[config.mk]
export PLATFORM = sky130hd
export DESIGN_NAME = pc_branch_unit
export DESIGN_NICKNAME = d
export VERILOG_FILES = /design/src/rtl/riscv_pkg.sv /design/src/rtl/pc_next_sel.sv /design/src/rtl/pc_branch_unit.sv
export SDC_FILE = /design/constraint.sdc
export NUM_CORES = 1
export LEC_CHECK = 0
export BUFFER_PORTS_ARGS = -buffer_cell sky130_fd_sc_hd__buf_2
export CAP_MARGIN = 20
export CORE_MARGIN = 5
export CORE_UTILIZATION = 53
export DETAILED_ROUTE_END_ITERATION = 7
export HOLD_SLACK_MARGIN = 0.15
export PLACE_DENSITY_LB_ADDON = 0.3
export SYNTH_ARGS = -nofsm -noshare
export SYNTH_HDL_FRONTEND = slang
export SYNTH_HIERARCHICAL = 1
export SYNTH_SLANG_ARGS = --single-unit
[constraint.sdc]
create_clock -name clk -period 5.1 [get_ports clk]
set_clock_uncertainty 0.2 [all_clocks]
set_input_delay 0.51 -clock clk [delete_from_list [all_inputs] [get_ports clk]]
set_output_delay 0.51 -clock clk [all_outputs]
set_load 0.005 [all_outputs]
[src/rtl/riscv_pkg.sv]
// Shared definitions for the single-cycle RISC-V core.
// Covers the datapath width, the next-PC select encoding and the default reset/trap vectors.
package riscv_pkg;

    localparam int XLEN = 32;

    localparam logic [XLEN-1:0] DEFAULT_RESET_VECTOR = 32'h0000_0000;
    localparam logic [XLEN-1:0] DEFAULT_TRAP_VECTOR  = 32'h0000_0100;

    typedef enum logic [2:0] {
        PC_SEQ    = 3'd0,
        PC_BRANCH = 3'd1,
        PC_JAL    = 3'd2,
        PC_JALR   = 3'd3,
        PC_TRAP   = 3'd4
    } pc_sel_t;

endpackage

[src/rtl/pc_next_sel.sv]
// Combinational next-PC selection: priority select (jalr > jump > branch > seq),
// target adders and misaligned-target trap detection.
module pc_next_sel
    import riscv_pkg::*;
#(
    parameter logic [XLEN-1:0] TRAP_VECTOR = DEFAULT_TRAP_VECTOR
) (
    input  logic [XLEN-1:0] i_pc,
    input  logic            i_branch,
    input  logic            i_branch_ne,
    input  logic            i_jump,
    input  logic            i_jalr,
    input  logic            i_zero,
    input  logic [XLEN-1:0] i_alu_result,
    input  logic [XLEN-1:0] i_imm_ext,
    output pc_sel_t         o_pc_sel,
    output logic [XLEN-1:0] o_next_pc,
    output logic [XLEN-1:0] o_pc_plus4,
    output logic            o_taken
);

    logic [XLEN-1:0] w_pc_plus4;
    logic [XLEN-1:0] w_rel_target;
    logic [XLEN-1:0] w_jalr_target;
    logic            w_branch_taken;
    logic [XLEN-1:0] w_target;
    logic            w_misaligned;
    pc_sel_t         w_raw_sel;

    assign w_pc_plus4     = i_pc + 32'd4;
    assign w_rel_target   = i_pc + i_imm_ext;
    assign w_jalr_target  = i_alu_result & ~32'h1;
    assign w_branch_taken = i_branch & (i_zero ^ i_branch_ne);

    // JALR clears bit 0 itself, so only bit 1 can make its target misaligned.
    always_comb begin
        w_raw_sel    = PC_SEQ;
        w_target     = w_pc_plus4;
        w_misaligned = 1'b0;
        if (i_jalr) begin
            w_raw_sel    = PC_JALR;
            w_target     = w_jalr_target;
            w_misaligned = w_jalr_target[1];
        end else if (i_jump) begin
            w_raw_sel    = PC_JAL;
            w_target     = w_rel_target;
            w_misaligned = |w_rel_target[1:0];
        end else if (w_branch_taken) begin
            w_raw_sel    = PC_BRANCH;
            w_target     = w_rel_target;
            w_misaligned = |w_rel_target[1:0];
        end
    end

    always_comb begin
        o_pc_sel  = w_raw_sel;
        o_next_pc = w_target;
        if (w_misaligned) begin
            o_pc_sel  = PC_TRAP;
            o_next_pc = TRAP_VECTOR;
        end
    end

    assign o_pc_plus4 = w_pc_plus4;
    assign o_taken    = (o_pc_sel != PC_SEQ);

endmodule

[src/rtl/pc_branch_unit.sv]
// Program-counter and branch-resolution unit: holds the PC, the retired-instruction
// counter and the sticky misaligned-target flag; next-PC choice lives in pc_next_sel.
module pc_branch_unit
    import riscv_pkg::*;
#(
    parameter logic [XLEN-1:0] RESET_VECTOR = DEFAULT_RESET_VECTOR,
    parameter logic [XLEN-1:0] TRAP_VECTOR  = DEFAULT_TRAP_VECTOR
) (
    input  logic            clk,
    input  logic            rst_n,
    input  logic            en,
    input  logic            branch,
    input  logic            branch_ne,
    input  logic            jump,
    input  logic            jalr,
    input  logic            zero,
    input  logic [XLEN-1:0] alu_result,
    input  logic [XLEN-1:0] imm_ext,
    output logic [XLEN-1:0] pc,
    output logic [XLEN-1:0] pc_plus4,
    output logic            taken,
    output logic            misaligned,
    output logic [XLEN-1:0] retired
);

    logic [XLEN-1:0] r_pc;
    logic [XLEN-1:0] r_retired;
    logic            r_misaligned;
    pc_sel_t         w_pc_sel;
    logic [XLEN-1:0] w_next_pc;

    pc_next_sel #(
        .TRAP_VECTOR (TRAP_VECTOR)
    ) u_pc_next_sel (
        .i_pc         (r_pc),
        .i_branch     (branch),
        .i_branch_ne  (branch_ne),
        .i_jump       (jump),
        .i_jalr       (jalr),
        .i_zero       (zero),
        .i_alu_result (alu_result),
        .i_imm_ext    (imm_ext),
        .o_pc_sel     (w_pc_sel),
        .o_next_pc    (w_next_pc),
        .o_pc_plus4   (pc_plus4),
        .o_taken      (taken)
    );

    // A trapped instruction redirects to the trap vector but does not retire.
    always_ff @(posedge clk or negedge rst_n) begin
        if (!rst_n) begin
            r_pc         <= RESET_VECTOR;
            r_retired    <= '0;
            r_misaligned <= 1'b0;
        end else if (en) begin
            r_pc <= w_next_pc;
            if (w_pc_sel == PC_TRAP) begin
                r_misaligned <= 1'b1;
            end else begin
                r_retired <= r_retired + 32'd1;
            end
        end
    end

    assign pc         = r_pc;
    assign retired    = r_retired;
    assign misaligned = r_misaligned;

endmodule

-- Word-level counts from Yosys, hierarchy flattened
Cells that the tools add are included.
- flip-flop bits (word level): 65
- input bits: 72
- output and inout port bits: 98
- word-level logic and storage cells: 25
- add/subtract/negate cells: 3
- eq/ne operators: 1
- mux-type cells: 11
- bitwise gates (word level): 3
- reduce and logical (&&, ||, !) cells: 4
- operators with widths (operator ; number):
    $mux 32 ; 4
    $add 32x1->32 const B ; 1
    $add 32x3->32 const B ; 1
    $add 32x32->32 ; 1
    $mux 3 ; 3
    $mux 1 ; 4
    $reduce_and 2->1 ; 2
    $eq 3x3->1 const B ; 1
    $reduce_bool 3->1 ; 1
    $reduce_or 2->1 ; 1
    $and 1x1->1 ; 1
    $not 1->1 ; 1
    $xor 1x1->1 ; 1

-- Longest topological paths before layout
Gate-level depths: netlist of the first run.
- depth after elaboration: 9
- depth in mapped cells: 14
- gate-level depth less buffers: 12

-- Hierarchy
Netlist of the first run, hierarchy kept.
- modules (own cells, without submodules) (module ; times used ; cells each ; area an instance (um^2) ; seq. area each (um^2)):
    pc_next_sel ; 1 ; 444 ; 2994.1 ; 0.0
    pc_branch_unit ; 1 ; 202 ; 2653.8 ; 1626.6

-- Worst setup path before layout of the first run
OpenSTA, ideal clock, no wires.
- path type: input to register
- from: input imm_ext[0]
- to: register r_retired[24], in the netlist retired[24]
- setup time: 0.079 ns
- arrival time: 3.660 ns
- required time: 4.821 ns
- slack: 1.160 ns
- cell stages on the path: 14
- path buffers: 3
- path through: ha_1 inv_1 fa_1 nand2b_1 a21oi_2 clkbuf_1 nor2_1 buf_4 nor3b_1 or4_1 buf_2 or4_4 nor2_1 xor2_1
- word-level cells in the longest chain between the ends: 9
- RTL lines (item ; line ; text):
    start: declaration ; pc_branch_unit.sv:18 ; input logic [XLEN-1:0] imm_ext,
    $add 32x32->32 (*) ; pc_next_sel.sv:31 ; assign w_rel_target = i_pc + i_imm_ext;
    $reduce_or 2->1 (*) ; pc_next_sel.sv:47, pc_next_sel.sv:51 ;
    $mux 1 ; pc_next_sel.sv:48 ; end else if (w_branch_taken) begin
    $mux 1 (*) ; pc_next_sel.sv:44 ; end else if (i_jump) begin
    $mux 1 (*) ; pc_next_sel.sv:40 ; if (i_jalr) begin
    net u_pc_next_sel.w_misaligned ; pc_next_sel.sv:27 ; logic w_misaligned;
    $mux 3 (*) ; pc_next_sel.sv:58 ; if (w_misaligned) begin
    net w_pc_sel[2] ; pc_branch_unit.sv:29 ; pc_sel_t w_pc_sel;
    $eq 3x3->1 (*) ; pc_branch_unit.sv:57 ; if (w_pc_sel == PC_TRAP) begin
    $not 1->1 (no source line) (*) ; - ;
    $reduce_and 2->1 (no source line) (*) ; - ;
    end signal: assignment ; pc_branch_unit.sv:60 ; r_retired <= r_retired + 32'd1;
    end: declaration ; pc_branch_unit.sv:27 ; logic [XLEN-1:0] r_retired;
Mark *: on every way through the listed nets, which the timed path passes. The rest lies on a longest branch.
A chain may end at the register's enable or synchronous reset.

-- Worst setup path in the final report of the first run
- from: register r_pc[0], in the netlist pc[0]
- to: register r_retired[26], in the netlist retired[26]
- word-level cells in the longest chain between the ends: 9
- RTL lines (item ; line ; text):
    start: declaration ; pc_branch_unit.sv:26 ; logic [XLEN-1:0] r_pc;
    start signal: assignment ; pc_branch_unit.sv:56 ; r_pc <= w_next_pc;
    $add 32x32->32 (*) ; pc_next_sel.sv:31 ;
    $reduce_or 2->1 (*) ; pc_next_sel.sv:47, pc_next_sel.sv:51 ;
    $mux 1 ; pc_next_sel.sv:48 ;
    $mux 1 (*) ; pc_next_sel.sv:44 ;
    $mux 1 (*) ; pc_next_sel.sv:40 ;
    $mux 3 (*) ; pc_next_sel.sv:58 ;
    net w_pc_sel[0] ; pc_branch_unit.sv:29 ;
    $eq 3x3->1 (*) ; pc_branch_unit.sv:57 ;
    $not 1->1 (no source line) (*) ; - ;
    $reduce_and 2->1 (no source line) (*) ; - ;
Marks and branches as above.

==> metrics.md, run 1 <==
| Metric | Value |
|---|---|
| Simple-gate area share of the yosys netlist | 20.7% |
| Gate power share | 43.7% |
| VDD IR max | 0.000215 V |
| Areal power density over the cells | 312 nW/µm² |
| Wire per inst | 18.0 µm |
| Die extent in x | 113 µm |
| Final Cycle Share | 80.1% |
| Fin. max-slew vios | 0 |
| Ant diodes | 0 |
| RSZ-0062 raised after global routing | no |
| Buffer depth of the longest clock path | 2 |
| Synth async-reset ratio | 100% |
| TritonRoute pass-1 iters | 5 |
| Worst skew pair latency | 0.36 ns |
| Power Internal | 1.24 mW |
| Max-cap violations | 0 |
| Fmax | 245 MHz |
| Root Driver | clkbuf_8 |
| Final Hold Vio Count | 0 |
| Fin crit period | 4.08 ns |
| Crit path capture type | flop |
| Post-CTS Setup Inserts | 0 |
| Static leakage | 3.29 nW |
| Chip Height | 113 µm |
| Layout cells sized above 1 | 32.4% |
| Switching Share | 41.4% |
| Seq cells post-synth | 65 |
| Total track usage | 25.9% |
| Post-synth cell types | 83 |
| Xor/xnor share of the synthesized area | 13.3% |
| Psw | 0.875 mW |
| R2R depth | 12 |
| Worst slew pin tran | 1.03 ns |
| Starting Density | 54.5% |
| Final instance area | 6770 µm² |
| Post-Synthesis Cell Area | 5650 µm² |
| Sequential share of the synthesized area | 28.8% |
| Detail Placement HPWL | 12800 µm |
| Final #Nets | 912 |
| Commonest non-fill, non-tap cell in the layout | buf_2 |
| Synth Area in Compound Gates | 18.8% |
| Seq pwr share | 33.2% |
| Most frequent cells in the layout | buf_2 (168), nand2_1 (77), dfrtp_1 (65) |
| Post-synth EDFFs | 0 |
| DR iter-0 viols | 385 |
| Core Region | 10400 µm² |
| Layout Cells excl Fill | 947 |
| Total congestion overflow | 0 |
| Post-route setup slack | 1.02 ns |
| Worst slew margin | 31.2% |
| CP required | 5.17 ns |
| Largest family of logic cells by synthesized area | simple AND/OR/NAND/NOR gates |
| Cts hold-fix bufs | 0 |
| I/O pin total | 170 |
| Die area | 12800 µm² |
| CTS Sinks | 65 |
| Dpl cells | 931 |
| Critical path class | reg -> reg |
| Core Util, Final | 65.2% |
| Largest net degree at the start of global routing | 66 |
| Routed vias/inst | 5.97 |
| Adder-cell share of the synthesized area | 7.67% |
| Hold_ws | 0.154 ns |
| CTS H-tree lvls | 3 |
| First-pass GRT wire length | 27500 µm |
| Status | complete, no violations |
| Mux cell area share after synthesis | 7.13% |
| Rows | 37 |
| Syn. warnings | 6 |
| Total power draw | 2.11 mW |
| CTS tree | built |
| Antenna viol nets, final | 0 |
| Port bufs | 168 |
| DP Worst Slack | 0.846 ns |
| RePlAce Congestion | 0.910 |
| Post-synthesis cell count | 646 |
| Total nets after synthesis | 752 |
| Final-report setup violation count | 0 |
| Final wirelength | 17100 µm |
| Total negative slack | 0 ns |
| Ys flop type | dfrtp_1 |
| Initial antenna violation count | 0 |
| CTS buffer count | 9 |
| Worst Hold Class | in -> async |
| Number of global-route vias before repair | 5739 |
| Post-CTS Resized | 0 |
| Arrival time worst endpoint | 4.15 ns |
| Residual DRC count | 0 |
| Syn Area/Cell | 8.74 µm² |
| Area growth, synth to finish | 19.8% |
| Worst setup SP type | flop |
| Worst-path maximum fanout | 13 |
| Clock power frac | 23.1% |
| DP Area | 6560 µm² |
| Clock slew seen by the registers of the worst setup and hold paths | 0.10 ns |
| Vias | 5649 |
## routing by layer
layer | GRT usage, % | wire (µm)
met2 | 43.7 | 8240
met3 | 5.19 | 1240
met1 | 34.1 | 7380
met5 | 0 | 0
met4 | 6.81 | 226
## power by group through the flow
stage / Combinational [mW] / Clock [mW] / Sequential (mW)
6_report: 0.922 / 0.487 / 0.702
4_1_cts: 0.916 / 0.495 / 0.699
3_3_place_gp: 0.882 / 0 / 0.703
3_5_place_dp: 0.906 / 0 / 0.707
2_1_floorplan: 0.622 / 0 / 0.688
5_1_grt: 1.01 / 0.515 / 0.714
## cell families (layout without fill, tap and decap cells)
group,count (synthesis),after routing
xor gates and xnor gates,85,85
muxes,36,36
buffers and inverters,40,205
adders and majority gates,34,34
AOI/OAI and AO/OA,153,153
DFF,65,65
and+or+nand+nor,233,233
## cell usage after synthesis, drive strengths merged, types with 4 or more instances
| cell type | number | area share, % |
|---|---|---|
| nand2 | 79 | 5.3 |
| dfrtp | 65 | 29 |
| a21oi | 55 | 5.1 |
| nor2 | 52 | 3.6 |
| xnor2 | 51 | 8.0 |
| mux2 | 34 | 6.8 |
| xor2 | 34 | 5.3 |
| ha | 33 | 7.3 |
| nand3 | 28 | 2.7 |
| o21ai | 27 | 2.6 |
| inv | 15 | 1.0 |
| nand4 | 15 | 1.8 |
| nor3 | 15 | 1.5 |
| and3 | 14 | 1.7 |
| clkbuf | 12 | 0.80 |
| buf | 11 | 1.5 |
| a211oi | 10 | 1.4 |
| a21o | 10 | 1.4 |
| o21bai | 8 | 1.2 |
| a31oi | 6 | 0.78 |
| o21a | 6 | 0.80 |
| and2 | 4 | 0.49 |
| nor2b | 4 | 0.44 |
| or3 | 4 | 0.44 |
## area by class of cell
class	count	area [µm²]
flip-flops and latches	65	1630
inverters	16	60.1
clock buffers	9	124
repair buffers	173	878
clock inverters	7	82.6
multi-input cells	541	3820
well taps	136	170
fillers	921	3600
## critical path, cell delays in order, from the launching register on
cell and delay [ns]:
dfrtp_1 0.42, ha_1 0.21, inv_1 0.06, fa_1 0.47, nand2b_1 0.08, nand2_1 0.07, nand2_1 0.34, o32ai_1 0.42
nor3b_1 0.15, or4_1 0.66, or4_4 0.61, nor2_1 0.16, xnor2_1 0.14
## flip-flops by register name, indices dropped and copies added (netlist names)
register / flops
misaligned: 1
pc: 32
retired: 32
## worst paths after layout
path,start,endpoint,slack (ns)
max in group asynchronous,rst_n,pc[31]$_DFFE_PN0P_,3.98
min in group clk,retired[31]$_DFFE_PN0P_,retired[31]$_DFFE_PN0P_,0.29
worst min-delay path,rst_n,pc[23]$_DFFE_PN0P_,0.15
worst min register to register,retired[31]$_DFFE_PN0P_,retired[31]$_DFFE_PN0P_,0.29
worst max-delay path,pc[0]$_DFFE_PN0P_,retired[26]$_DFFE_PN0P_,1.02
worst max register to register,pc[0]$_DFFE_PN0P_,retired[26]$_DFFE_PN0P_,1.02
Power figures use the tool's default switching activity.
==> run 2, diff against run 1 <==
- CORE_UTILIZATION: 53 -> 48
- clock period: 5.1 -> 3.3 ns (I/O delays scaled with it)
==> run 2 against run 1 <==
Net effect: global-route usage down 1.3 points; cell count up 3.5%; critical endpoint is now pc[24]$_DFFE_PN0P_; worst setup slack worse by 0.89 ns; via count up 0.87%; fmax up 29%.
==> metrics.md, run 2 (synthesized netlist as in run 1, its figures left out) <==
| Metric | Value |
|---|---|
| I/O pin total | 170 |
| Final Hold Vio Count | 0 |
| CTS H-tree lvls | 3 |
| Total track usage | 24.6% |
| CTS tree | built |
| Worst setup SP type | flop |
| DP Worst Slack | -0.0327 ns |
| DR iter-0 viols | 271 |
| Fmax | 316 MHz |
| R2R depth | 10 |
| Total congestion overflow | 0 |
| Antenna viol nets, final | 0 |
| Fin. max-slew vios | 0 |
| Final instance area | 7210 µm² |
| DP Area | 6750 µm² |
| Worst-path maximum fanout | 6 |
| Die area | 14000 µm² |
| Core Util, Final | 62.9% |
| Worst skew pair latency | 0.34 ns |
| Worst slew pin tran | 0.640 ns |
| Cells on Worst Hold Path | 3 |
| Crit path capture type | flop |
| VDD IR max | 0.000285 V |
| Static leakage | 3.48 nW |
| Vias | 5698 |
| Die extent in x | 118 µm |
| Most frequent cells in the layout | buf_2 (168), nand2_1 (77), dfrtp_1 (65) |
| TritonRoute pass-1 iters | 5 |
| Worst Hold Class | in -> reg |
| Area growth, synth to finish | 27.6% |
| Areal power density over the cells | 510 nW/µm² |
| CTS Sinks | 65 |
| Dpl cells | 955 |
| Initial antenna violation count | 1 |
| Port bufs | 168 |
| Routed vias/inst | 5.81 |
| Wire per inst | 18.2 µm |
| Critical path class | reg -> reg |
| Residual DRC count | 0 |
| Arrival time worst endpoint | 3.19 ns |
| Post-route setup slack | 0.131 ns |
| Clock slew seen by the registers of the worst setup and hold paths | 0.06 ns |
| RSZ-0062 raised after global routing | no |
| Ant diodes | 0 |
| CP required | 3.32 ns |
| Final-report setup violation count | 0 |
| Reg2reg end | pc[24]$_DFFE_PN0P_ |
| Fin crit period | 3.17 ns |
| Final #Nets | 938 |
| Worst slew margin | 57.3% |
| WHS Endpoint | pc[10]$_DFFE_PN0P_ |
| Layout Cells excl Fill | 980 |
| Layout cells sized above 1 | 34.6% |
| Post-CTS Setup Inserts | 0 |
| Chip Height | 118 µm |
| Core Region | 11500 µm² |
| CTS buffer count | 9 |
| Hold_ws | 0.157 ns |
| RePlAce Congestion | 0.909 |
| Rows | 39 |
| Buffer depth of the longest clock path | 2 |
| Largest net degree at the start of global routing | 37 |
| R2R Path Start | pc[13]$_DFFE_PN0P_ |
| Max-cap violations | 0 |
| Status | complete, no violations |
| Starting Density | 49.3% |
| Total negative slack | 0 ns |
| Final Cycle Share | 96.0% |
| Detail Placement HPWL | 13700 µm |
| Total power draw | 3.68 mW |
| Number of global-route vias before repair | 5759 |
| Reg2Reg Setup Slack | 0.13 ns |
| Worst hold start | alu_result[10] |
| Commonest non-fill, non-tap cell in the layout | buf_2 |
| Root Driver | clkbuf_16 |
| Final wirelength | 17800 µm |
| First-pass GRT wire length | 28700 µm |
-- run 2: changes by cell type in the layout (fill, tap and decap cells not counted), moves of 2 or more --
cell,before,now
buf_4,5,22
nor2_2,2,5
bufinv_16,1,3
inv_6,3,1
dlygate4sd3_1,0,9
clkbuf_8,9,0
clkbuf_16,0,9
nor2_1,49,45
-- run 2: what timing repair did --
item | 4_1_cts | 5_1_grt
endpoints found under the hold margin | 29 | 0
setup endpoints to repair | 1 | 6
hold buffers | 9 | 0
resized for setup | 1 | 4
pin swaps | 0 | 2
-- run 2: metal layers --
metal	GRT usage (%)	part of all wire [%]	wire length (µm)
met5	0	0.073	13
met2	41.9	49	8710
met4	7.94	1.7	302
met3	4.01	6.5	1160
met1	32.0	43	7630
-- run 2: worst max path at each step --
stage                                    endpoint  slack [ns]               start  cells past startpoint
final                          pc[24]$_DFFE_PN0P_        0.13  pc[13]$_DFFE_PN0P_                     10
after detailed placement  retired[24]$_DFFE_PN0P_       -0.03          imm_ext[0]                     13
after CTS                 retired[24]$_DFFE_PN0P_       0.002   pc[0]$_DFFE_PN0P_                     12
after global routing      retired[24]$_DFFE_PN0P_        0.01   pc[0]$_DFFE_PN0P_                     12
after global placement    retired[24]$_DFFE_PN0P_        0.05          imm_ext[0]                     13
after floorplan           retired[24]$_DFFE_PN0P_       -0.15   pc[0]$_DFFE_PN0P_                     14
-- run 2: area by class of cell --
cell class                      instances  area (µm²)
Clock inverter                          6         115
Tap cell                              143         179
Sequential cell                        65        1630
Fill cell                             976        4260
Clock buffer                           10         229
Multi-Input combinational cell        541        3900
Inverter                               16        60.1
Timing Repair Buffer                  199        1100
-- run 2: power breakdown --
| group | switching [mW] | internal (mW) | total, mW |
|---|---|---|---|
| Combinational | 0.809 | 0.676 | 1.48 |
| Sequential | 0.163 | 0.903 | 1.07 |
| Clock | 0.382 | 0.742 | 1.12 |
| Total | 1.35 | 2.32 | 3.68 |
-- run 2: worst max-delay path, cell delays in order (launching register included) --
cell and delay, ns:
dfrtp_1 0.45, ha_1 0.42, a21oi_2 0.23, o21ai_2 0.10, or3_1 0.33, a311o_1 0.39, a31oi_2 0.25, o21ai_2 0.11
xnor2_1 0.19, a211oi_1 0.10, mux2_2 0.26
==> run 3, diff against run 2 <==
- SYNTH_HIERARCHICAL: 1 -> unset
==> run 3 against run 2 <==
Net effect: sequential share of layout area up 0.55 points; register-to-register slack improved by 0.07 ns; wire length up 4.0%; worst setup slack better by 0.073 ns; critical path type unchanged.
==> metrics.md, run 3 <==
| Metric | Value |
|---|---|
| Final wirelength | 18500 µm |
| Worst-path maximum fanout | 6 |
| Delay-heaviest family, CP | simple AND/OR/NAND/NOR gates |
| Post-CTS Setup Inserts | 0 |
| CP required | 3.32 ns |
| Status | complete, no violations |
| Most frequent cells in the layout | buf_2 (168), nand2_1 (75), dfrtp_1 (65) |
| CTS Sinks | 65 |
| Worst setup SP type | flop |
| Starting Density | 48.4% |
| Syn. warnings | 0 |
| Seq cells post-synth | 65 |
| Psw | 1.32 mW |
| Power Internal | 2.15 mW |
| Initial antenna violation count | 0 |
| CTS buffer count | 9 |
| Post-synth EDFFs | 0 |
| Fmax | 323 MHz |
| Chip Height | 117 µm |
| Post-Synthesis Cell Area | 5450 µm² |
| RSZ-0062 raised after global routing | no |
| Worst Setup SP | pc[0]$_DFFE_PN0P_ |
| Die area | 13600 µm² |
| Ys flop type | dfrtp_1 |
| Final Hold Vio Count | 0 |
| Synth top area share | 29.8% |
| RePlAce Congestion | 0.944 |
| Commonest non-fill, non-tap cell in the layout | buf_2 |
| Sequential share of the synthesized area | 29.8% |
| Number of global-route vias before repair | 5913 |
| Detail Placement HPWL | 13800 µm |
| Areal power density over the cells | 494 nW/µm² |
| DR iter-0 viols | 689 |
| Worst Hold Class | in -> reg |
| Rows | 39 |
| Final #Nets | 955 |
| Buffer depth of the longest clock path | 2 |
| Post-synthesis cell count | 659 |
| Die extent in x | 117 µm |
| Wire per inst | 18.6 µm |
| Slowest-stage cell, CP | fa_1 |
| Antenna viol nets, final | 0 |
| CTS H-tree lvls | 3 |
| Total power draw | 3.47 mW |
| Area leader, netlist | dfrtp_1 |
| Total nets after synthesis | 765 |
| Max-cap violations | 0 |
| Final Cycle Share | 93.8% |
| Layout cells sized above 1 | 25.5% |
| First-pass GRT wire length | 29000 µm |
| Post-synth cell types | 61 |
| Total track usage | 27.0% |
| Count leader, synth | nand2_1 |
| Seq pwr share | 30.8% |
| Core Util, Final | 62.4% |
| Clock slew seen by the registers of the worst setup and hold paths | 0.06 ns |
| Port bufs | 168 |
| Arrival time worst endpoint | 3.11 ns |
| Switching Share | 38.1% |
| Largest net degree at the start of global routing | 39 |
| Static leakage | 3.55 nW |
| Hold_ws | 0.156 ns |
| Gate power share | 41.2% |
| I/O pin total | 170 |
| VDD IR max | 0.000258 V |
| Vias | 5986 |
| Clock power frac | 28.1% |
| CTS tree | built |
| Area growth, synth to finish | 29.1% |
| Synth async-reset ratio | 100% |
| Routed vias/inst | 6.00 |
| Worst slew margin | 51.7% |
| Total congestion overflow | 0 |
| Worst skew pair latency | 0.34 ns |
| TritonRoute pass-1 iters | 5 |
| Worst path max stage delay | 0.51 ns |
| Root Driver | clkbuf_16 |
| Worst slew pin tran | 0.724 ns |
| Final-report setup violation count | 0 |
| Reg2Reg Setup Slack | 0.20 ns |
| Post-route setup slack | 0.205 ns |
| Residual DRC count | 0 |
| DP Worst Slack | 0.0246 ns |
| Critical path class | reg -> reg |
| Ranking of synthesized cells by area | dfrtp_1 (30%), xnor2_1 (9.3%), ha_1 (7.6%) |
| Critical-path cell list | ha_2 > inv_1 > fa_1 > a21oi_1 > a22o_1 > or2_1 > or3_1 > nor2_1 > nand4_1 > xnor2_1 |
| Synth cell count leaders | nand2_1 (75), dfrtp_1 (65), a21oi_1 (58), xnor2_1 (58), nor2_1 (47) |
| Fin crit period | 3.10 ns |
| Crit path capture type | flop |
| Crit path buffers/inverters | 1 |
| Syn Area/Cell | 8.27 µm² |
| Fin. max-slew vios | 0 |
| Ant diodes | 0 |
| Worst hold start | alu_result[14] |
| Total negative slack | 0 ns |
| Core Region | 11300 µm² |
| R2R Path Start | pc[0]$_DFFE_PN0P_ |
run 3: changes by cell type after synthesis, sizes merged, moves of 6 or more:
cell / change
mux2i: +6
and3: +6
a211oi: -6
o21ai: +8
o22ai: +7
clkbuf: +13
xnor2: +7
a21o: +11
mux2: -33
o211ai: +6
buf: -6
xor2: -9
run 3: final cells by class:
cell class                      count  area (µm²)
Clock inverter                      5        55.1
Timing Repair Buffer              209        1200
Tap cell                          143         179
Clock buffer                       11         243
Inverter                           19        71.3
Fill cell                         952        4240
Sequential cell                    65        1630
Multi-Input combinational cell    545        3660
run 3: power by group through the flow:
stage / Sequential, mW / Combinational (mW) / Clock, mW
floorplan: 1.06 / 0.855 / 0
global placement: 1.06 / 1.34 / 0
detailed placement: 1.07 / 1.36 / 0
CTS: 1.06 / 1.39 / 0.986
global route: 1.09 / 1.57 / 1.02
finish: 1.07 / 1.43 / 0.975
run 3: timing repair:
item,4_1_cts,5_1_grt
endpoints found under the hold margin,43,0
hold buffers,17,0
setup endpoints to repair,0,10
gates resized for setup,0,8
run 3: kinds of logic after synthesis:
family	share of synthesized area (%)
DFF	29.8
muxes	1.68
buffers and inverters	3.81
xor gates and xnor gates	13.3
adders and majority gates	7.94
and+or+nand+nor	20.5
AOI/OAI and AO/OA	22.8
run 3: per-layer routing:
metal | GRT usage, % | part of all wire, %
met2 | 44.2 | 47
met4 | 11.4 | 3.2
met5 | 0 | 0
met3 | 4.15 | 8.3
met1 | 35.7 | 41
run 3: worst min-delay path, delay by kind of cell:
kind,cells,cell delay [ns]
AND/OR/NAND/NOR,1,0.09
AO/OA/AOI/OAI,1,0.16
buffers and inverters,1,0.07
run 3: path summary, 6_finish.rpt:
| check | endpoint | depth (start not counted) |
|---|---|---|
| max in group asynchronous | retired[2]$_DFFE_PN0P_ | 3 |
| max reg2reg | retired[23]$_DFFE_PN0P_ | 10 |
| min | pc[14]$_DFFE_PN0P_ | 3 |
| min reg2reg | misaligned$_DFFE_PN0P_ | 1 |
| max | retired[23]$_DFFE_PN0P_ | 10 |
| min in group asynchronous | retired[6]$_DFFE_PN0P_ | 2 |
run 3: stage by stage:
step           area, µm²  cells
2_1_floorplan       5450    659
3_3_place_gp        6530    964
3_5_place_dp        6530    964
4_1_cts             6990    997
5_1_grt             7040    997
6_report            7040    997
